==> src/rtl/glitch_pkg.sv <==
// Shared types for the glitch sequencer: FSM state encoding, default widths,
// the shadow-register configuration payload and a small field helper.
package glitch_pkg;

   localparam int unsigned GLITCH_CNT_W = 16;
   localparam int unsigned GLITCH_PW_W  = 8;

   typedef enum logic [2:0] {
      IDLE,
      ARMED,
      DELAY,
      GLITCH,
      GAP,
      DONE
   } glitch_seq_state_e;

   typedef struct packed {
      logic [GLITCH_CNT_W-1:0] delay;
      logic [GLITCH_PW_W-1:0]  width;
      logic [GLITCH_PW_W-1:0]  gap;
      logic [GLITCH_PW_W-1:0]  pulses;
   } glitch_cfg_t;

   // Width, gap and pulse-count fields treat 0 as 1.
   function automatic logic [GLITCH_PW_W-1:0] at_least_one(input logic [GLITCH_PW_W-1:0] v);
      return (v == '0) ? GLITCH_PW_W'(1) : v;
   endfunction

endpackage

==> src/rtl/glitch_sequencer_if.sv <==
// Host/trigger side bus of the glitch sequencer: configuration and control in,
// glitch-clock select and status out.
interface glitch_sequencer_if
   import glitch_pkg::*;
#(
   parameter int unsigned CNT_W = GLITCH_CNT_W,
   parameter int unsigned PW_W  = GLITCH_PW_W
);
   logic             arm;
   logic             abort;
   logic             trig;
   logic [CNT_W-1:0] delay;
   logic [PW_W-1:0]  width;
   logic [PW_W-1:0]  gap;
   logic [PW_W-1:0]  pulses;
   logic             sel;
   logic             busy;
   logic             done;
   logic [PW_W-1:0]  pulse_idx;

   modport master (
      output arm, abort, trig, delay, width, gap, pulses,
      input  sel, busy, done, pulse_idx
   );

   modport slave (
      input  arm, abort, trig, delay, width, gap, pulses,
      output sel, busy, done, pulse_idx
   );
endinterface

==> src/rtl/glitch_downcnt.sv <==
// Loadable down-counter with a zero flag; decrements stop at zero so it never wraps.
module glitch_downcnt #(
   parameter int unsigned W = 8
) (
   input  logic         clk,
   input  logic         rst_n,
   input  logic         load,
   input  logic [W-1:0] load_val,
   input  logic         dec,
   output logic         zero_c
);
   logic [W-1:0] count;

   always_ff @(posedge clk or negedge rst_n) begin
      if (!rst_n) begin
         count <= '0;
      end else if (load) begin
         count <= load_val;
      end else if (dec && (count != '0)) begin
         count <= count - W'(1);
      end
   end

   assign zero_c = (count == '0);
endmodule

==> src/rtl/glitch_sequencer.sv <==
// Glitch-clock select sequencer: arm, wait for a trigger edge, delay, then drive
// the select pattern. Multi-pulse bursts are built only with GLITCH_SEQ_BURST_EN.
module glitch_sequencer
   import glitch_pkg::*;
#(
   parameter int unsigned CNT_W = GLITCH_CNT_W,
   parameter int unsigned PW_W  = GLITCH_PW_W
) (
   input logic               clk_in1,
   input logic               rst,
   glitch_sequencer_if.slave bus
);
   localparam int unsigned IDX_W = PW_W + 1;

   glitch_seq_state_e state_q, state_d;
   glitch_cfg_t       cfg_q, cfg_d;
   logic              trig_q, sel_q, busy_q, done_q;
   logic              trig_edge_c, arm_accept_c;
   logic              d_load, d_dec, d_zero;
   logic              w_load, w_dec, w_zero;
   logic              idx_inc;
   logic [PW_W-1:0]   w_init_c;

   assign trig_edge_c  = bus.trig & ~trig_q;
   assign arm_accept_c = (state_q == IDLE) & bus.arm & ~bus.abort;
   assign w_init_c     = PW_W'(at_least_one(cfg_q.width) - GLITCH_PW_W'(1));

   always_comb begin
      cfg_d.delay  = GLITCH_CNT_W'(bus.delay);
      cfg_d.width  = GLITCH_PW_W'(bus.width);
      cfg_d.gap    = GLITCH_PW_W'(bus.gap);
      cfg_d.pulses = GLITCH_PW_W'(bus.pulses);
   end

   glitch_downcnt #(.W(CNT_W)) u_dcnt (
      .clk(clk_in1), .rst_n(rst), .load(d_load),
      .load_val(CNT_W'(cfg_q.delay)), .dec(d_dec), .zero_c(d_zero)
   );

   glitch_downcnt #(.W(PW_W)) u_wcnt (
      .clk(clk_in1), .rst_n(rst), .load(w_load),
      .load_val(w_init_c), .dec(w_dec), .zero_c(w_zero)
   );

`ifdef GLITCH_SEQ_BURST_EN
   logic            g_load, g_dec, g_zero, last_pulse_c;
   logic [PW_W-1:0] pulse_idx_q, n_pulses_c;

   assign n_pulses_c   = PW_W'(at_least_one(cfg_q.pulses));
   assign last_pulse_c = (IDX_W'(pulse_idx_q) + IDX_W'(1)) >= IDX_W'(n_pulses_c);

   glitch_downcnt #(.W(PW_W)) u_gcnt (
      .clk(clk_in1), .rst_n(rst), .load(g_load),
      .load_val(PW_W'(at_least_one(cfg_q.gap) - GLITCH_PW_W'(1))),
      .dec(g_dec), .zero_c(g_zero)
   );

   // Index of the current pulse; saturates at the configured pulse count.
   always_ff @(posedge clk_in1 or negedge rst) begin
      if (!rst) begin
         pulse_idx_q <= '0;
      end else if (arm_accept_c) begin
         pulse_idx_q <= '0;
      end else if (idx_inc && (pulse_idx_q < n_pulses_c)) begin
         pulse_idx_q <= pulse_idx_q + PW_W'(1);
      end
   end

   assign bus.pulse_idx = pulse_idx_q;
`else
   logic unused_burst;
   assign unused_burst  = ^{idx_inc, cfg_q.gap, cfg_q.pulses, IDX_W[0]};
   assign bus.pulse_idx = '0;
`endif

   always_ff @(posedge clk_in1 or negedge rst) begin
      if (!rst) begin
         state_q <= IDLE;
      end else begin
         state_q <= state_d;
      end
   end

   always_comb begin
      state_d = state_q;
      d_load  = 1'b0;
      d_dec   = 1'b0;
      w_load  = 1'b0;
      w_dec   = 1'b0;
      idx_inc = 1'b0;
`ifdef GLITCH_SEQ_BURST_EN
      g_load  = 1'b0;
      g_dec   = 1'b0;
`endif
      case (state_q)
         IDLE:   if (bus.arm) state_d = ARMED;
         ARMED:  if (trig_edge_c) begin
                    d_load  = 1'b1;
                    state_d = DELAY;
                 end
         DELAY:  if (d_zero) begin
                    w_load  = 1'b1;
                    state_d = GLITCH;
                 end else begin
                    d_dec = 1'b1;
                 end
         GLITCH: if (w_zero) begin
                    idx_inc = 1'b1;
`ifdef GLITCH_SEQ_BURST_EN
                    if (!last_pulse_c) begin
                       g_load  = 1'b1;
                       state_d = GAP;
                    end else begin
                       state_d = DONE;
                    end
`else
                    state_d = DONE;
`endif
                 end else begin
                    w_dec = 1'b1;
                 end
`ifdef GLITCH_SEQ_BURST_EN
         GAP:    if (g_zero) begin
                    w_load  = 1'b1;
                    state_d = GLITCH;
                 end else begin
                    g_dec = 1'b1;
                 end
`endif
         DONE:   state_d = IDLE;
         default: state_d = IDLE;
      endcase
      // Abort wins over arm, trigger and any counter activity.
      if (bus.abort) begin
         state_d = IDLE;
         d_load  = 1'b0;
         d_dec   = 1'b0;
         w_load  = 1'b0;
         w_dec   = 1'b0;
         idx_inc = 1'b0;
`ifdef GLITCH_SEQ_BURST_EN
         g_load  = 1'b0;
         g_dec   = 1'b0;
`endif
      end
   end

   // Outputs are registered from the next state so they align with the state register.
   always_ff @(posedge clk_in1 or negedge rst) begin
      if (!rst) begin
         trig_q <= 1'b0;
         sel_q  <= 1'b0;
         busy_q <= 1'b0;
         done_q <= 1'b0;
         cfg_q  <= '0;
      end else begin
         trig_q <= bus.trig;
         sel_q  <= (state_d == GLITCH);
         busy_q <= (state_d != IDLE);
         done_q <= (state_d == DONE);
         if (arm_accept_c) cfg_q <= cfg_d;
      end
   end

   assign bus.sel  = sel_q;
   assign bus.busy = busy_q;
   assign bus.done = done_q;
endmodule

==> src/flat_wrapper.sv <==
// flat-port wrapper written by rule: the top's interface ports become plain ports
module glitch_sequencer_flat import glitch_pkg::*;
#(
   parameter int unsigned CNT_W = GLITCH_CNT_W,
   parameter int unsigned PW_W  = GLITCH_PW_W
)
  (clk_in1, rst, bus_arm, bus_abort, bus_trig, bus_delay, bus_width, bus_gap, bus_pulses, bus_sel, bus_busy, bus_done, bus_pulse_idx);
  glitch_sequencer_if #(.CNT_W(CNT_W), .PW_W(PW_W)) bus_i ();
  input logic clk_in1;
  input logic rst;
  input wire logic [$bits(bus_i.arm)-1:0] bus_arm;
  input wire logic [$bits(bus_i.abort)-1:0] bus_abort;
  input wire logic [$bits(bus_i.trig)-1:0] bus_trig;
  input wire logic [$bits(bus_i.delay)-1:0] bus_delay;
  input wire logic [$bits(bus_i.width)-1:0] bus_width;
  input wire logic [$bits(bus_i.gap)-1:0] bus_gap;
  input wire logic [$bits(bus_i.pulses)-1:0] bus_pulses;
  output wire logic [$bits(bus_i.sel)-1:0] bus_sel;
  output wire logic [$bits(bus_i.busy)-1:0] bus_busy;
  output wire logic [$bits(bus_i.done)-1:0] bus_done;
  output wire logic [$bits(bus_i.pulse_idx)-1:0] bus_pulse_idx;
  assign bus_i.arm = bus_arm;
  assign bus_i.abort = bus_abort;
  assign bus_i.trig = bus_trig;
  assign bus_i.delay = bus_delay;
  assign bus_i.width = bus_width;
  assign bus_i.gap = bus_gap;
  assign bus_i.pulses = bus_pulses;
  assign bus_sel = bus_i.sel;
  assign bus_busy = bus_i.busy;
  assign bus_done = bus_i.done;
  assign bus_pulse_idx = bus_i.pulse_idx;
  glitch_sequencer #(.CNT_W(CNT_W), .PW_W(PW_W)) u_core (.clk_in1(clk_in1), .rst(rst), .bus(bus_i));
endmodule
==> config.mk <==
export PLATFORM = sky130hd
export DESIGN_NAME = glitch_sequencer_flat
export DESIGN_NICKNAME = d
export VERILOG_FILES = /design/src/rtl/glitch_pkg.sv /design/src/rtl/glitch_sequencer_if.sv /design/src/rtl/glitch_downcnt.sv /design/src/rtl/glitch_sequencer.sv /design/src/flat_wrapper.sv
export SDC_FILE = /design/constraint.sdc
export NUM_CORES = 1
export LEC_CHECK = 0
export CAP_MARGIN = 20
export CORE_AREA = 2 2 85 87
export DETAILED_ROUTE_END_ITERATION = 12
export DIE_AREA = 0 0 87 89
export PLACE_DENSITY = 0.68
export SLEW_MARGIN = 10
export SYNTH_ARGS = -nofsm -noshare
export SYNTH_HDL_FRONTEND = slang
export SYNTH_SLANG_ARGS = --single-unit
==> constraint.sdc <==
create_clock -name clk_in1 -period 5.9 [get_ports clk_in1]
set_input_delay 1.18 -clock clk_in1 [delete_from_list [all_inputs] [get_ports clk_in1]]
set_output_delay 1.18 -clock clk_in1 [all_outputs]
set_load 0.02 [all_outputs]
== Word-level counts from Yosys, hierarchy flattened ==
Cells that the tools add are included.

* $add $sub $neg: 3
* Multipliers: 0
* Divide/modulo/power cells: 0
* Order comparisons: 0
* Equal/unequal tests: 5
* Shifts and indexed selects: 0
* Multiplexer cells: 23
* Bitwise gates (word level): 5
* Reduce and logical (&&, ||, !) cells: 11

{| class="wikitable"
|+ Operators with widths
! cell !! count
|-
| 16-bit two-way mux || 2
|-
| 8-bit two-way mux || 3
|-
| 16-bit logical NOT || 1
|-
| 8-bit logical NOT || 2
|-
| 16-bit nonzero test || 1
|-
| 16-bit by 1-bit subtractor with 16-bit output, second input constant || 1
|-
| 8-bit by 1-bit subtractor with 8-bit output, second input constant || 2
|-
| 3-bit two-way mux || 5
|-
| 1-bit two-way mux || 12
|-
| 3-bit case mux with 4 select lines || 1
|-
| 3-bit by 2-bit equality test with 1-bit output, second input constant || 3
|-
| 8-bit nonzero test || 1
|-
| 2-bit nonzero test || 2
|-
| 1-bit bitwise AND || 3
|-
| 3-bit by 1-bit equality test with 1-bit output, second input constant || 1
|-
| 3-bit equality test, second input constant || 1
|-
| 3-bit logical NOT || 1
|-
| 3-bit nonzero test || 1
|-
| 1-bit logical AND || 2
|-
| 1-bit NOT || 2
|}

* Bits in registers: 55
* Bits in latches: 0
* RAM bits: 0
* Bits in read-only memories: 0
* Bits of input ports: 45
* Output and inout bits: 11
* Logic and storage cells: 56
* Memories kept: 0

== Depth between registers and ports, before layout ==
Gate-level depths: netlist of run 1.

* Depth in word-level cells: 7
* Depth in mapped cells: 13

== Cells and area by module ==
From an unflattened synthesis of run 1, not the netlist that was laid out.

* Cell total of the unflattened synthesis: 293
* Area total of the unflattened synthesis: 2965.3 um^2

{| class="wikitable"
|+ Modules (own cells, without submodules)
! module !! instances !! cells each !! area each (um^2) !! seq. area each (um^2)
|-
| glitch_sequencer || 1 || 111 || 1373.8 || 775.7
|-
| glitch_downcnt at u_core.u_dcnt || 1 || 124 || 1063.5 || 400.4
|-
| glitch_downcnt at u_core.u_wcnt || 1 || 58 || 528.0 || 200.2
|}

== Least setup slack after synthesis of run 1 ==
Ideal clock, no wire load.

* Kind: input to register
* Start point: in bus_abort
* End point: reg u_core.u_wcnt.count[6]
* Library setup time: 0.086 ns
* Data arrival time: 3.233 ns
* Data required time: 5.814 ns
* Path slack: 2.581 ns
* Stages: 11
* Path buffers: 1
* Cells stage by stage: nor2_1 -> and2_1 -> buf_2 -> nand2_1 -> a21oi_1 -> ha_1 -> nor3b_1 -> nor3b_1 -> or4_1 -> o311ai_1 -> nor3_1

* Word-level cells in the longest chain between the ends: 3
* Elaborated cells between the ends (all ways): 5
* Those cells by class: mux (3); reduce/logical (2)

{| class="wikitable"
|+ RTL lines
! element !! RTL line !! text
|-
| start: declaration || flat_wrapper.sv:12 || <nowiki>input wire logic [$bits(bus_i.abort)-1:0] bus_abort;</nowiki>
|-
| 1-bit two-way mux || glitch_sequencer.sv:134 || <nowiki>if (bus.abort) begin</nowiki>
|-
| 1-bit logical AND || glitch_downcnt.sv:19 || <nowiki>end else if (dec && (count != '0)) begin</nowiki>
|-
| 2-bit nonzero test (no source line) || -- ||
|-
| end signal: assignment || glitch_downcnt.sv:18 || <nowiki>count <= load_val;</nowiki>
|-
| end signal: assignment || glitch_downcnt.sv:20 || <nowiki>count <= count - W'(1);</nowiki>
|-
| end: declaration || glitch_downcnt.sv:12 || <nowiki>logic [W-1:0] count;</nowiki>
|}

Parallel ways exist; a longest one is shown, timed or not.
A chain may end at the register's enable or synchronous reset.

== Worst setup path after layout of run 1 ==
Ends and elaborated chain as after synthesis.

==> results by group, run 1 <==
Pwr
  • Cell Pwr Density: 343.0 nW/um^2
  • Leakage: between 1 and 1.5 nW
  • Peak VDD IR: 0.1138 mV

Critical path
  • Worst Path Required: about 6 ns
  • Reg2Reg Depth: 12
  • Top cell by count, worst path: nor3b_1
  • Startpoint types: input pin
  • R2R Setup Slk: 2.29 ns
  • Max FO, Critical Path: 8
  • Worst Path Class, Setup: in2reg
  • Worst R2R End: u_core.u_wcnt.count[6]$_DFFE_PN0P_
  • Setup crit end kind: register
  • Worst Path Arrival: between 4 and 5 ns
  • Critical path's largest stage delay: 0.42 ns
  • CP max stage cell: and2_1
  • Reg-to-Reg Start: u_core.u_dcnt.count[0]$_DFFE_PN0P_
  • CP cell instances: clkdlybuf4s50_1, nor2_1, and2_1, nand2_1, a21oi_1, ha_1, nor3b_1, nor3b_1, or4_1, o311ai_1, nor3_1

Floorplanning
  • I/O pin count: 56
  • Core ar.: 6719 um^2
  • Die area: roughly 7700 um^2
  • Die H: slightly below 90 um
  • DIE WIDTH: 87 um
  • Starting Density: between 40% and 50%
  • FP Rows: 30

Hold path
  • Worst Hold Endpoint: u_core.u_dcnt.count[5]$_DFFE_PN0P_
  • Hold depth: 2
  • Hold Crit Class: reg2reg
  • Hold Startpoint: u_core.cfg_q[29]$_DFFE_PN0P_

Cells and area
  • Design Area, Final: 3348 um^2
  • Antenna Diode Count: 0
  • Fillers: ~600
  • Area delta synth->final: 15.15%
  • Layout Nets: 340
  • Commonest cells after routing, fill and taps aside: dfrtp_1 (55), clkdlybuf4s50_1 (30), mux2_2 (26), nor2_1 (19), nand2_1 (14)
  • Layout cell share with drive strength beyond 1: ~17%
  • Most common cell after layout, fill and taps aside: dfrtp_1

CTS
  • H-tree Lvls: 2
  • CTS root buffer: clkbuf_8
  • CTS buffer count: 5
  • Setup bufs post-CTS: 0
  • Clock buffer depth: 2
  • Cts hold-fix bufs: 0
  • Post-CTS resize count: 0
  • Clock-pin slew on the worst setup and hold paths: 0.10 ns
  • TritonCTS clock tree: done
  • Clock Sinks: 55
  • Worst-skew pair later-pin latency: roughly 0.31 ns

Logic synthesis
  • Unique masters post-synth: 60
  • Seq cells post-synth: 55
  • Most used flip-flop cell after synthesis: dfrtp_1
  • YS warnings: 0
  • Mapped Area: 2908 um^2
  • Post-synth EDFFs: 0
  • Syn Area/Cell: 11.10 um^2
  • Register area share after synthesis: between 40% and 50%
  • Asr flop ratio synth: 100.0%
  • Post-Synthesis Cells: 262

Global routing
  • Number of global-route vias before repair: about 2200
  • GRT Resource Usage Total: between 15 and 20%
  • First-pass GRT wire length: 10240 um
  • Largest net degree at the start of global routing: 56
  • Remaining global-route overflow: 0
  • Initial antenna violation count: 0

Placement
  • Post-detail-place hpwl: between 4000 and 5000 um
  • GPL Wtd Cong: about 0.90
  • PortBufs: 31
  • Cell area after placement: 3248 um^2

Timing
  • Slew headroom: 53.88%
  • Fmax: between 0.2 and 0.25 GHz
  • RSZ-0062 raised after global routing: no
  • Fin. Hold Viols: 0
  • Setup TNS: 0 ns
  • Tcrit/Tclk final: approximately two thirds
  • Endpoints failing setup: 0
  • Measured slew at the worst slew-check pin: 0.6918 ns
  • Fin. max-slew vios: 0
  • Max Clock Skew: between 0.005 and 0.006 ns
  • Tmin final: approximately 4.0 ns

Drt
  • Via Count: around 2200
  • DRT Pass-1 Iters: 4
  • Iter 0 DRT Violations: between 150 and 200
  • Post-DRT Antenna Nets: 0
  • Total wire length: between 5000 and 6000 um
  • # DRC: 0
  • Vias per cell: 5.925
  • WL/cell: 16.03 um

Run status
  • Status: finished clean

Flow run
  • Max Cap Viol: 0
[layout make-up]
class / count / area [um^2] / area share [%]
sequential: 55 / 1376 / 41.11
inverter: 8 / 30.03 / 0.8969
timing repair buffer: 33 / 320.3 / 9.567
multi-input combinational: 190 / 1421 / 42.45
clock buffer: 8 / 100.1 / 2.990
tap: 80 / 100.1 / 2.990
[sequential cells by signal, summed over array words and instances (netlist names)]
signal and cells:
u_core.cfg_q 24, u_core.u_dcnt.count 16, u_core.u_wcnt.count 8, u_core.state_q 3, u_core.bus.busy 1, u_core.bus.done 1
u_core.bus.sel 1, u_core.trig_q 1
[worst max path at each step]
stage              start                            endpoint  slack (ns)  cells past startpoint
5_1_grt        bus_abort  u_core.u_wcnt.count[6]$_DFFE_PN0P_        1.60                     11
6_report       bus_abort  u_core.u_wcnt.count[6]$_DFFE_PN0P_        1.89                     11
3_5_place_dp   bus_abort  u_core.u_wcnt.count[6]$_DFFE_PN0P_        1.62                     11
4_1_cts        bus_abort  u_core.u_wcnt.count[6]$_DFFE_PN0P_        1.93                     11
2_1_floorplan  bus_abort  u_core.u_wcnt.count[6]$_DFFE_PN0P_        2.58                     11
3_3_place_gp   bus_abort  u_core.u_wcnt.count[6]$_DFFE_PN0P_        1.68                     11
[cell usage after synthesis, types with 2 or more instances]
| cell type | n | area (um^2) |
|---|---|---|
| dfrtp_1 | 55 | 1376 |
| nand4_2 | 2 | 25.02 |
| o21ai_1 | 5 | 25.02 |
| a21oi_1 | 7 | 35.03 |
| or3_1 | 2 | 12.51 |
| mux2i_1 | 2 | 20.02 |
| o311ai_1 | 4 | 35.03 |
| buf_4 | 10 | 75.07 |
| nor4_1 | 5 | 31.28 |
| a31oi_1 | 4 | 25.02 |
| o21ai_0 | 7 | 35.03 |
| nor3b_1 | 5 | 37.54 |
| a221o_1 | 9 | 90.09 |
| a21o_1 | 2 | 15.01 |
| nor2_1 | 19 | 71.32 |
| nand4_1 | 4 | 25.02 |
| nor4_2 | 2 | 25.02 |
| nand2_1 | 14 | 52.55 |
| and2_1 | 3 | 18.77 |
| clkbuf_1 | 4 | 15.01 |
| nor4_4 | 2 | 42.54 |
| nor2b_1 | 2 | 12.51 |
| nor3_1 | 7 | 35.03 |
| nand3_1 | 7 | 35.03 |
| or4_1 | 7 | 52.55 |
| a32o_1 | 2 | 20.02 |
| ha_1 | 2 | 25.02 |
| mux2_2 | 26 | 292.8 |
| and3_1 | 4 | 25.02 |
| inv_1 | 7 | 26.28 |
| nor4b_4 | 2 | 47.55 |
[where the power goes]
part / total (mW) / leakage [nW] / switching (mW) / internal (mW)
combinational: 0.333 / 0.642 / 0.162 / 0.171
sequential: 0.589 / 0.676 / 0.113 / 0.475
clock: 0.227 / 0.0515 / 0.119 / 0.107
total: 1.15 / 1.37 / 0.395 / 0.753
[stage by stage]
stage	std cells	hold WS [ns]	util, %	power, mW	setup WS, ns
floorplan	269	0.4433	-	0.8315	2.581
global placement	366	0.4586	48.34	0.9101	1.684
detailed placement	366	0.4753	48.34	0.9235	1.619
finish	374	0.4856	49.83	1.148	1.886
CTS	374	0.4900	49.83	1.154	1.928
global route	374	0.5145	49.83	1.227	1.603
[metal layers]
layer	vias to the layer above	share of wire [%]	track usage (%)
met5	-	0	0
met4	0	0.92	5.824
met3	5	4.5	3.509
met2	61	45	25.12
met1	1102	49	23.63
li1	1048	-	-
[critical path: cells and delay by family]
kind | cells | cell delay, ns
AO/OA/AOI/OAI | 2 | 0.36
adder cells (fa/ha/maj) | 1 | 0.31
AND/OR/NAND/NOR | 7 | 2.01
buffers and inverters | 1 | 0.40
[logic make-up (layout without fill, tap and decap cells)]
family | Yosys count | in the layout | share of synthesized area, %
simple gates | 96 | 96 | 21.73
compound gates | 55 | 55 | 14.20
mux | 28 | 28 | 10.76
flops | 55 | 55 | 47.33
xor+xnor | 1 | 1 | 0.3013
other cells | 1 | 8 | 0.1290
fa+ha+maj | 2 | 2 | 0.8604
buf+inv | 24 | 49 | 4.690
No activity file was read; power rests on OpenSTA's default activity.
==> inputs of run 2 (changes only) <==
Clock period 5.9 ns to 3.89 ns, I/O delays scaled along.
==> results by group, run 2 (synthesis gave the netlist of run 1 again) <==
Drt
  • WL/cell: 15.58 um (-2.8%)
  • Via Count: 2240 (+1.1%)
  • DRT Pass-1 Iters: 4 (unchanged)
  • Vias per cell: 5.926 (about the same)
  • Total wire length: 5891 um (-1.8%)
  • # DRC: 0 (unchanged)
  • Post-DRT Antenna Nets: 0 (unchanged)
  • Iter 0 DRT Violations: 234 (+29%)

Timing
  • Fmax: roughly 0.32 GHz
  • RSZ-0062 raised after global routing: no
  • Tmin final: 3.118 ns
  • Endpoints failing setup: 0 (unchanged)
  • Slew headroom: 49.24% (-4.6 points)
  • Max Clock Skew: 0.01061 ns (+0.005396 ns)
  • Fin. Hold Viols: 0 (unchanged)
  • Measured slew at the worst slew-check pin: 0.7615 ns (+0.06965 ns)
  • Setup TNS: 0 ns (unchanged)
  • Fin. max-slew vios: 0 (unchanged)
  • Tcrit/Tclk final: approximately four fifths

Floorplanning
  • Die area: 7743 um^2 (unchanged)
  • FP Rows: 30 (unchanged)
  • Die H: 89 um (unchanged)
  • Core ar.: 6719 um^2 (unchanged)
  • I/O pin count: 56 (unchanged)
  • Starting Density: 43.28% (unchanged)
  • DIE WIDTH: 87 um (unchanged)

Critical path
  • Worst Path Class, Setup: reg2reg
  • Setup crit end kind: register
  • CP cell instances: nor4_1, and4_1, nand2_1, a21oi_1, ha_1, nor3b_1, nor3b_1, or4_1, o311ai_1, nor3_1
  • Top cell by count, worst path: nor3b_1
  • R2R Setup Slk: 0.77 ns (-1.52 ns)
  • Worst Path Arrival: 3.33 ns (-0.92 ns)
  • Critical path's largest stage delay: 0.50 ns (+0.08 ns)
  • CP max stage cell: nor4_1
  • Delay-heaviest family, CP: simple AND/OR/NAND/NOR gates
  • Startpoint types: register
  • Worst Path Required: 4.11 ns (-2.02 ns)
  • WP buf/inv: 0 (-1)
  • Max FO, Critical Path: 8 (unchanged)

Global routing
  • GRT Resource Usage Total: 16.68% (+0.092 points)
  • Number of global-route vias before repair: 2159 (-0.28%)
  • First-pass GRT wire length: 10390 um (+1.5%)
  • Remaining global-route overflow: 0 (unchanged)
  • Largest net degree at the start of global routing: 36 (-36%)
  • Initial antenna violation count: 0 (unchanged)

Pwr
  • Peak VDD IR: 0.1555 mV (+37%)
  • Overall power consumption: 1.732 mW (+51%)
  • Leakage: 1.387 nW (+1.3%)
  • Cell Pwr Density: 513.6 nW/um^2 (+50%)

Cells and area
  • Commonest cells after routing, fill and taps aside: dfrtp_1 (55), clkdlybuf4s50_1 (30), mux2_2 (26), nor2_1 (19), nand2_1 (14)
  • Most common cell after layout, fill and taps aside: dfrtp_1
  • Antenna Diode Count: 0 (unchanged)
  • Layout cell share with drive strength beyond 1: 18.12% (+1.1 points)
  • Largest Register: u_core.cfg_q
  • Max reg flops: 24 (unchanged)
  • Layout Nets: 344 (+1.2%)
  • Biggest regs: u_core.cfg_q: 24 flops, u_core.u_dcnt.count: 16 flops, u_core.u_wcnt.count: 8 flops
  • Area delta synth->final: 16.01%

CTS
  • CTS buffer count: 5 (unchanged)
  • Worst-skew pair later-pin latency: 0.30 ns (about the same)
  • H-tree Lvls: 2 (unchanged)
  • Setup bufs post-CTS: 0 (unchanged)
  • Clock-pin slew on the worst setup and hold paths: 0.09 ns (about the same)
  • Clock buffer depth: 2 (unchanged)
  • Cts hold-fix bufs: 0 (unchanged)
  • CTS root buffer: clkbuf_8
  • TritonCTS clock tree: done
  • Post-CTS resize count: 0 (unchanged)
  • Clock Sinks: 55 (unchanged)

Placement
  • Post-detail-place hpwl: 4237 um (+3.0%)
  • PortBufs: 31 (unchanged)
  • GPL Wtd Cong: 0.8948 (-0.78%)

Run status
  • Status: finished clean

Flow run
  • Max Cap Viol: 0 (unchanged)

Hold path
  • Hold Crit Class: reg2reg
-- run 2: cell types whose count changed in the layout (fill, tap and decap cells not counted), sizes merged --
cell    change
clkinv      +1
clkbuf      -1
buf         +4
-- run 2: path summary, 6_finish.rpt --
kind	startpoint	cells after the start	to
max	u_core.u_dcnt.count[11]$_DFFE_PN0P_	10	u_core.u_wcnt.count[6]$_DFFE_PN0P_
min	u_core.cfg_q[38]$_DFFE_PN0P_	1	u_core.u_dcnt.count[14]$_DFFE_PN0P_
max reg2reg	u_core.u_dcnt.count[11]$_DFFE_PN0P_	10	u_core.u_wcnt.count[6]$_DFFE_PN0P_
min reg2reg	u_core.cfg_q[38]$_DFFE_PN0P_	1	u_core.u_dcnt.count[14]$_DFFE_PN0P_
max in group asynchronous	rst	2	u_core.cfg_q[35]$_DFFE_PN0P_
min in group asynchronous	rst	1	u_core.u_wcnt.count[7]$_DFFE_PN0P_
-- run 2: area by class of cell --
class | instances | area, um^2
inverters | 8 | 30.03
clock buffers | 7 | 86.33
flip-flops and latches | 55 | 1376
well taps | 80 | 100.1
clock inverters | 1 | 8.758
repair buffers | 37 | 350.3
multi-input cells | 190 | 1421
fillers | 600 | 3346
-- run 2: stage by stage --
stage	hold slack, ns	area (um^2)	util (%)	setup slack [ns]	std cells
after floorplan	0.4433	2934	-	0.9729	269
after global placement	0.4615	3278	48.79	0.5750	370
after detailed placement	0.4640	3278	48.79	0.5321	370
after CTS	0.4869	3373	50.20	0.7917	378
after global routing	0.5178	3373	50.20	0.3966	378
final	0.4834	3373	50.20	0.7722	378
-- run 2: power breakdown --
part / total (mW) / internal (mW) / leakage (nW) / switching, mW
Sequential: 0.893 / 0.721 / 0.676 / 0.172
Clock: 0.323 / 0.146 / 0.0484 / 0.177
Combinational: 0.516 / 0.267 / 0.662 / 0.249
-- run 2: metal layers --
metal | up-vias | track usage (%) | wire, um
met5 | - | 0 | 0
li1 | 1063 | - | -
met2 | 74 | 26.09 | 2580
met1 | 1096 | 24.34 | 2869
met4 | 0 | 4.688 | 68
met3 | 7 | 2.308 | 373
